==> config.mk <==
export PLATFORM = sky130hd
export DESIGN_NAME = sipo_stream
export DESIGN_NICKNAME = d
export VERILOG_FILES = /design/src/rtl/sipo_stream.sv
export SDC_FILE = /design/constraint.sdc
export NUM_CORES = 1
export LEC_CHECK = 0
export BUFFER_PORTS_ARGS = -buffer_cell sky130_fd_sc_hd__buf_2
export CAP_MARGIN = 20
export CORE_MARGIN = 1.5
export CORE_UTILIZATION = 40
export CTS_CLUSTER_DIAMETER = 50
export DETAILED_ROUTE_END_ITERATION = 12
export SLEW_MARGIN = 20
export SYNTH_ARGS = -nofsm -noshare
export SYNTH_HDL_FRONTEND = slang
export SYNTH_SLANG_ARGS = --single-unit
==> constraint.sdc <==
create_clock -name clk -period 1.6 [get_ports clk]
set_input_delay 0.4 -clock clk [delete_from_list [all_inputs] [get_ports clk]]
set_output_delay 0.4 -clock clk [all_outputs]
set_load 0.03 [all_outputs]
==> src/rtl/sipo_stream.sv <==
// Serial-to-parallel deserialiser with a valid/ready holding register.
// Optional parity beat per word when SIPO_PARITY_EN is defined.
module sipo_stream #(
    parameter int WIDTH     = 8,
    parameter int LANES     = 1,
    parameter bit SHIFT_DIR = 1'b0,
    parameter bit ODD_PAR   = 1'b0
) (
    input  logic             clk,
    input  logic             reset_n,
    input  logic             in_valid,
    input  logic [LANES-1:0] in_data,
    input  logic             clear,
    output logic [WIDTH-1:0] out_data,
    output logic             out_valid,
    input  logic             out_ready,
    output logic             busy,
    output logic             overflow,
    output logic             par_err
);

    localparam int BEATS = WIDTH / LANES;
`ifdef SIPO_PARITY_EN
    localparam int TOTAL = BEATS + 1;
`else
    localparam int TOTAL = BEATS;
`endif
    localparam int CW = $clog2(TOTAL + 1);

    logic [CW-1:0]    r_cnt;
    logic [WIDTH-1:0] r_asm;
    logic [WIDTH-1:0] r_out_data;
    logic             r_out_valid;
    logic             r_busy;
    logic             r_overflow;
    logic             r_par_err;

    logic             w_beat;
    logic             w_last;
    logic             w_load;
    logic             w_drop;
    logic             w_par_bad;
    logic [WIDTH-1:0] w_asm_next;

    assign w_beat = in_valid && !clear;
    assign w_last = w_beat && (r_cnt == CW'(TOTAL - 1));
    assign w_load = w_last && (!r_out_valid || out_ready);
    assign w_drop = w_last && r_out_valid && !out_ready;

    // Merge the current data beat so a completing word can load the hold directly.
    always_comb begin
        w_asm_next = r_asm;
        for (int k = 0; k < BEATS; k++) begin
            if (w_beat && (r_cnt == CW'(k))) begin
                if (SHIFT_DIR)
                    w_asm_next[WIDTH-(k+1)*LANES +: LANES] = in_data;
                else
                    w_asm_next[k*LANES +: LANES] = in_data;
            end
        end
    end

    assign w_par_bad = ((^w_asm_next) ^ in_data[0]) != ODD_PAR;

    always_ff @(posedge clk or negedge reset_n) begin
        if (!reset_n) begin
            r_cnt  <= '0;
            r_asm  <= '0;
            r_busy <= 1'b0;
        end else if (clear) begin
            r_cnt  <= '0;
            r_asm  <= '0;
            r_busy <= 1'b0;
        end else if (w_beat) begin
            if (w_last) begin
                r_cnt  <= '0;
                r_asm  <= '0;
                r_busy <= 1'b0;
            end else begin
                r_cnt  <= r_cnt + 1'b1;
                r_asm  <= w_asm_next;
                r_busy <= 1'b1;
            end
        end
    end

    always_ff @(posedge clk or negedge reset_n) begin
        if (!reset_n) begin
            r_out_data  <= '0;
            r_out_valid <= 1'b0;
            r_overflow  <= 1'b0;
            r_par_err   <= 1'b0;
        end else begin
            r_overflow <= w_drop;
            if (w_load) begin
                r_out_data  <= w_asm_next;
                r_out_valid <= 1'b1;
                r_par_err   <= w_par_bad;
            end else if (r_out_valid && out_ready) begin
                r_out_valid <= 1'b0;
            end
        end
    end

    assign out_data  = r_out_data;
    assign out_valid = r_out_valid;
    assign busy      = r_busy;
    assign overflow  = r_overflow;
`ifdef SIPO_PARITY_EN
    assign par_err   = r_par_err;
`else
    // Without a parity beat the flag is meaningless; keep it low.
    assign par_err   = r_par_err & 1'b0;
`endif

endmodule
==> results of run 1 <==
-- flip-flops by register name (all words and copies together) (netlist names) --
register	flops
overflow	1
busy	1
out_data	8
out_valid	1
r_cnt	4
r_asm	7
-- logic make-up after synthesis --
family	Yosys count	share of synthesized area [%]
other cells	1	0.325
xor+xnor	1	0.759
fa+ha+maj	4	4.34
mux	8	7.59
buf+inv	14	6.18
simple gates	31	17.0
compound gates	25	16.1
flops	22	47.7
-- final cells by class --
class                   instances  area, um2  share of cell area (%)
repair buffers                 25        148                    10.8
clock inverters                 1       30.0                    2.21
clock buffers                   3       22.5                    1.65
flip-flops and latches         22        551                    40.4
multi-input cells              70        546                    40.1
inverters                       7       26.3                    1.93
well taps                      31       38.8                    2.85
-- through the flow --
step           total power, mW  std cells
3_5_place_dp             0.725        155
5_1_grt                   1.20        159
2_1_floorplan            0.676        106
3_3_place_gp             0.723        155
4_1_cts                   1.16        159
6_report                  1.14        159
-- worst register-to-register path: stages, from the launching register on --
cell and delay, ns:
sky130_fd_sc_hd__dfrtp_1 0.43, sky130_fd_sc_hd__buf_4 0.16, sky130_fd_sc_hd__inv_1 0.10, sky130_fd_sc_hd__ha_1 0.28, sky130_fd_sc_hd__inv_1 0.08, sky130_fd_sc_hd__o21ai_0 0.28, sky130_fd_sc_hd__a31oi_1 0.13
-- layout by cell type (no fill, tap or decap), types with 2 or more instances in the layout --
| cell | instances |
|---|---|
| sky130_fd_sc_hd__dfrtp_1 | 22 |
| sky130_fd_sc_hd__buf_2 | 16 |
| sky130_fd_sc_hd__buf_4 | 9 |
| sky130_fd_sc_hd__nand2_1 | 8 |
| sky130_fd_sc_hd__inv_1 | 7 |
| sky130_fd_sc_hd__nand3_1 | 6 |
| sky130_fd_sc_hd__nor2_1 | 5 |
| sky130_fd_sc_hd__a31oi_1 | 5 |
| sky130_fd_sc_hd__a21oi_1 | 5 |
| sky130_fd_sc_hd__mux2_1 | 5 |
| sky130_fd_sc_hd__o21ai_0 | 3 |
| sky130_fd_sc_hd__a32oi_1 | 3 |
| sky130_fd_sc_hd__a32o_1 | 3 |
| sky130_fd_sc_hd__a31o_2 | 3 |
| sky130_fd_sc_hd__ha_1 | 3 |
| sky130_fd_sc_hd__clkbuf_4 | 3 |
| sky130_fd_sc_hd__nand2b_1 | 2 |
| sky130_fd_sc_hd__mux2i_1 | 2 |
-- report_power, final --
group	internal, mW	switching (mW)	total [mW]
Sequential	0.570	0.0116	0.582
Clock	0.253	0.173	0.426
Combinational	0.0506	0.0818	0.132
Total	0.874	0.266	1.14
-- how the worst max path moves through the flow --
| stage | end | slack (ns) | cells after the start |
|---|---|---|---|
| after floorplan | out_data[7] | 0.04 | 5 |
| after detailed placement | out_data[1] | -0.02 | 4 |
| after CTS | out_data[1] | 0.06 | 4 |
| after global placement | out_data[3] | 0.02 | 4 |
| final | out_data[6] | 0.03 | 6 |
| after global routing | out_data[6] | 0.008 | 6 |
-- routing by layer --
metal | share of wire, % | up-vias
met5 | 0 | -
met4 | 2.0 | 0
met3 | 4.2 | 6
met2 | 43 | 22
met1 | 50 | 424
li1 | - | 431
-- what timing repair did --
action	CTS	global route
setup endpoints to repair	5	0
resized for setup	1	0
hold buffers	0	0
==> metrics.log, run 1 <==
INFO  metric post_route_cells_drive_above_1_share = 30.5%
INFO  metric timing.final.hold_violations = 0
INFO  metric vdd.ir_drop.worst = 0.000876 V
INFO  metric std_cell_rows = 19
INFO  metric n_diodes = 0
INFO  metric critical_path.cell_chain = buf_4 > inv_1 > ha_1 > inv_1 > o21ai_0 > a31oi_1
INFO  metric globalRouteMet2Util = 23.9%
INFO  metric routed_wire_length_per_instance = 15.1 um
INFO  metric setup_viol = 0
INFO  metric postSynth.asyncResetShare = 100%
INFO  metric utilization = 49.4%
INFO  metric placedInstanceArea = 1310 um2
INFO  metric worst_path_max_delay_cell = sky130_fd_sc_hd__dfrtp_1
INFO  metric synth-edff-count = 0
INFO  metric grt_start_max_net_pins = 23
INFO  metric synthesis.nets = 116
INFO  metric rr_endpoint = out_data[6]
INFO  metric final_period_minus_worst_setup_slack = 1.57 ns
INFO  metric port-buffer-count = 16
INFO  metric die_w = 56.7 um
INFO  metric synthCells = 106
INFO  metric tns = 0 ns
INFO  metric synthTopCellsByArea = sky130_fd_sc_hd__dfrtp_1, sky130_fd_sc_hd__mux2_1, sky130_fd_sc_hd__ha_1, sky130_fd_sc_hd__a31oi_1, sky130_fd_sc_hd__a32o_1
INFO  metric globalplace.congestion = 0.775
INFO  metric root_buffer = sky130_fd_sc_hd__clkbuf_4
INFO  metric critical_path_class = flip-flop to flip-flop
INFO  metric clkSinkCount = 22
INFO  metric globalRoute.totalOverflow = 0
INFO  metric synth_cell_types = 35
INFO  metric grt_pass1_wl = 4.20 mm
INFO  metric power_density = 838 nW/um2
INFO  metric pin_count = 18
INFO  metric ff2ff_path_depth = 6
INFO  metric cp_max_fo = 5
INFO  metric floorplan_core_area = 2760 um2
INFO  metric grt.met1_usage = 25.1%
INFO  metric p_leak = 0.667 nW
INFO  metric worst_ep_required_time = 1.80 ns
INFO  metric r2r_setup_slack = 0.03 ns
INFO  metric htree_levels = 1
INFO  metric cts_post_setup_buffers_inserted = 0
INFO  metric synth_largest_area_cell = sky130_fd_sc_hd__dfrtp_1
INFO  metric synth.yosys.seq_area_share = 47.7%
INFO  metric synth.top_cell.area_share = 47.7%
INFO  metric routed_wirelength = 2.40 mm
INFO  metric setup_repair_after_global_routing_missed_its_margin = no
INFO  metric yosys.cell_count.top_type = sky130_fd_sc_hd__dfrtp_1
INFO  metric max_freq = 638 MHz
INFO  metric antenna_found_initial = 0
INFO  metric worstReg2RegStart = r_cnt[0]
INFO  metric number_of_global_route_vias_before_repair = 874
INFO  metric crit_path_max_incr_delay = 0.43 ns
INFO  metric drt_first_pass_iters = 4
INFO  metric ctsLongestPathBuffers = 2
INFO  metric post_synth_most_frequent_cells = sky130_fd_sc_hd__dfrtp_1, sky130_fd_sc_hd__nand2_1, sky130_fd_sc_hd__inv_1
INFO  metric dr_total_vias = 883
INFO  metric fin_worst_skew = 0.0119 ns
INFO  metric dieHeight = 56.7 um
INFO  metric worstSetupStartpoint = r_cnt[0]
INFO  metric globalRouteMet3Util = 2.53%
INFO  metric critical_path.startpoint_type = flip-flop
INFO  metric critical_path.top_delay_family = flip-flops
INFO  metric dpl.hpwl = 1.73 mm
INFO  metric layout.cell_area.non_filler = 1360 um2
INFO  metric max-cap-violations = 0
INFO  metric crit_path_most_repeated_cell = sky130_fd_sc_hd__inv_1
INFO  metric globalRoute.busiestLayer = met1
INFO  metric post_synthesis_mean_instance_area = 10.9 um2
INFO  metric yosys_warnings = 0
INFO  metric drc_violation_count_after_routing = 0
INFO  metric num-nets-final = 139
INFO  metric drtIter0Drc = 21
INFO  metric number_of_max_slew_violations_in_the_final_report = 0
INFO  metric area.growth.synth_to_final = 18.0%
INFO  metric dieArea = 3220 um2
INFO  metric clk_pin_slew_worst_paths = 0.13 ns
INFO  metric synthesis.area = 1150 um2
INFO  metric global_route.usage.total = 16.8%
INFO  metric vias_per_cell = 5.55
INFO  metric numCtsBuffers = 3
INFO  metric pre_cts_slack = -0.0172 ns
INFO  metric fin_ws = 0.0317 ns
INFO  metric initial_utilization = 41.8%
INFO  metric ys_ff_latch = 22
INFO  metric cp.arrival = 1.77 ns
INFO  metric outcome = finished, final reports clean
INFO  metric worstSetupEndpointType = flip-flop
INFO  metric layout_worst_path_cycle_share = 98.0%
INFO  metric min_path_type = input pin to asynchronous set/reset pin
INFO  metric clkLatencyLatePin = 0.31 ns
INFO  metric clock_tree_from_tritoncts = built
INFO  metric worst-path-buf-inv = 3
INFO  metric fillers = 261
INFO  metric drt.antenna.violating_nets = 0
INFO  metric finalHoldWorstSlack = 0.0172 ns
INFO  metric synth-main-ff-cell = sky130_fd_sc_hd__dfrtp_1
(Power assumes the default switching activity.)
==> run 2, diff against run 1 <==
--- a/config.mk
+++ b/config.mk
@@ -11,6 +11,7 @@
 export CORE_UTILIZATION = 40
 export CTS_CLUSTER_DIAMETER = 50
 export DETAILED_ROUTE_END_ITERATION = 12
+export PLACE_DENSITY = 0.71
 export SLEW_MARGIN = 20
 export SYNTH_ARGS = -nofsm -noshare
 export SYNTH_HDL_FRONTEND = slang
==> metrics.log, run 2 (synthesis results as in run 1) <==
INFO  metric post_route_cells_drive_above_1_share = 30.5%
INFO  metric postCtsHoldBufs = 0
INFO  metric timing.final.hold_violations = 0
INFO  metric num-nets-final = 140
INFO  metric drc_violation_count_after_routing = 0
INFO  metric fin_ws = 0.0948 ns
INFO  metric power.net_switching = 258 uW
INFO  metric critical_path.startpoint_type = flip-flop
INFO  metric sequential_cell_area = 551 um2
INFO  metric max_freq = 664 MHz
INFO  metric share_seq_of_total_power = 60.1%
INFO  metric pin_count = 18
INFO  metric internal-power = 709 uW
INFO  metric crit_path_max_incr_delay = 0.51 ns
INFO  metric share_clk_of_total_power = 26.0%
INFO  metric root_buffer = sky130_fd_sc_hd__clkbuf_4
INFO  metric vdd.ir_drop.worst = 0.000347 V
INFO  metric dieHeight = 56.7 um
INFO  metric htree_levels = 1
INFO  metric worst_path_max_delay_cell = sky130_fd_sc_hd__or4b_1
INFO  metric min_path_type = input pin to asynchronous set/reset pin
INFO  metric port-buffer-count = 16
INFO  metric antenna_found_initial = 0
INFO  metric power_density = 723 nW/um2
INFO  metric global_route.usage.total = 15.5%
INFO  metric dieArea = 3220 um2
INFO  metric number_of_global_route_vias_before_repair = 860
INFO  metric setup_viol = 0
INFO  metric outcome = finished, final reports clean
INFO  metric std_cell_rows = 19
INFO  metric dr_total_vias = 898
INFO  metric n_diodes = 0
INFO  metric fin_worst_skew = 0.00612 ns
INFO  metric p_leak = 0.658 nW
INFO  metric grt_pass1_wl = 3.90 mm
INFO  metric layout_worst_path_cycle_share = 94.1%
INFO  metric die_w = 56.7 um
INFO  metric numCtsBuffers = 3
INFO  metric r2r_setup_slack = 0.09 ns
INFO  metric globalRoute.totalOverflow = 0
INFO  metric clock_tree_from_tritoncts = built
INFO  metric clkSinkCount = 22
INFO  metric power.share.combinational = 13.8%
INFO  metric cts_post_setup_buffers_inserted = 0
INFO  metric setup_repair_after_global_routing_missed_its_margin = no
INFO  metric grt_start_max_net_pins = 23
INFO  metric area.growth.synth_to_final = 16.1%
INFO  metric final_period_minus_worst_setup_slack = 1.51 ns
INFO  metric number_of_max_slew_violations_in_the_final_report = 0
INFO  metric drt_first_pass_iters = 4
INFO  metric drt.antenna.violating_nets = 0
INFO  metric most_common_cell_after_layout_fill_and_taps_aside = sky130_fd_sc_hd__dfrtp_1
INFO  metric cp_max_fo = 5
INFO  metric worst_ep_required_time = 1.84 ns
INFO  metric fillers = 259
INFO  metric clk_pin_slew_worst_paths = 0.12 ns
INFO  metric critical_path_class = flip-flop to flip-flop
INFO  metric multiInputGateArea = 546 um2
INFO  metric flip_flop_count_of_the_largest_register_all_copies_and_words_added = 8
INFO  metric globalplace.congestion = 0.794
INFO  metric netSwitchingFraction = 26.7%
INFO  metric dpl.hpwl = 1.70 mm
INFO  metric floorplan_core_area = 2760 um2
INFO  metric worstSetupEndpointType = flip-flop
INFO  metric initial_utilization = 41.8%
INFO  metric routed_wire_length_per_instance = 14.8 um
INFO  metric routed_wirelength = 2.36 mm
INFO  metric most_frequent_cells_in_the_layout = sky130_fd_sc_hd__dfrtp_1, sky130_fd_sc_hd__buf_2, sky130_fd_sc_hd__buf_4
INFO  metric pre_cts_slack = 0.0439 ns
INFO  metric vias_per_cell = 5.65
INFO  metric tns = 0 ns
INFO  metric drtIter0Drc = 19
INFO  metric clkLatencyLatePin = 0.31 ns
INFO  metric critical_path.cell_chain = ha_4 > buf_4 > nand2_2 > or4b_1 > a21oi_1
INFO  metric cp.arrival = 1.74 ns
INFO  metric ctsLongestPathBuffers = 2
INFO  metric max-cap-violations = 0
run 2: area by class of cell:
class                      instances  area share [%]
clock buffer                       3            1.68
inverter                           7            1.96
sequential                        22            41.1
timing repair buffer              26            11.6
multi-input combinational         70            40.7
tap                               31            2.90
run 2: path summary, 6_finish.rpt:
check                          from  endpoint  depth (start not counted)
setup / recovery           r_cnt[0]  r_asm[3]                          5
hold / removal              reset_n      busy                          1
setup reg to reg           r_cnt[0]  r_asm[3]                          5
hold reg to reg                busy      busy                          1
max in group asynchronous   reset_n  r_asm[4]                          1
min in group clk              clear  r_cnt[1]                          2
run 2: metrics by stage:
step                      power (mW)  util (%)  area, um2  hold slack [ns]  std cells
after floorplan                0.676         -       1170            0.104        106
after global placement         0.720      47.7       1320            0.393        156
after detailed placement       0.725      47.7       1320            0.399        156
after CTS                      0.976      48.5       1340           0.0522        159
after global routing            1.02      48.5       1340           0.0654        159
final                          0.967      48.5       1340           0.0312        159
run 2: routing by layer:
metal | part of all wire (%) | global-route usage [%] | vias up
met5 | 0 | 0 | -
met4 | 1.9 | 6.80 | 0
met3 | 1.9 | 2.53 | 7
met2 | 51 | 26.1 | 12
met1 | 45 | 19.4 | 448
li1 | - | - | 431
run 2: worst max-delay path, delay by kind of cell (launching register included):
| family | cells | cell delay (ns) |
|---|---|---|
| DFF | 1 | 0.41 |
| adders and majority gates | 1 | 0.15 |
| buffers and inverters | 1 | 0.13 |
| AOI/OAI and AO/OA | 1 | 0.16 |
| and+or+nand+nor | 2 | 0.58 |
run 2: timing repair:
action                                  4_1_cts  5_1_grt
resized for setup                             0        1
hold endpoints to repair                      0        0
endpoints found under the setup margin        0        5
run 2: power groups by stage:
stage	sequential [mW]	combinational [mW]	clock [mW]
2_1_floorplan	0.598	0.0788	0
3_3_place_gp	0.592	0.128	0
3_5_place_dp	0.592	0.133	0
4_1_cts	0.581	0.135	0.260
5_1_grt	0.583	0.149	0.285
6_report	0.582	0.134	0.252
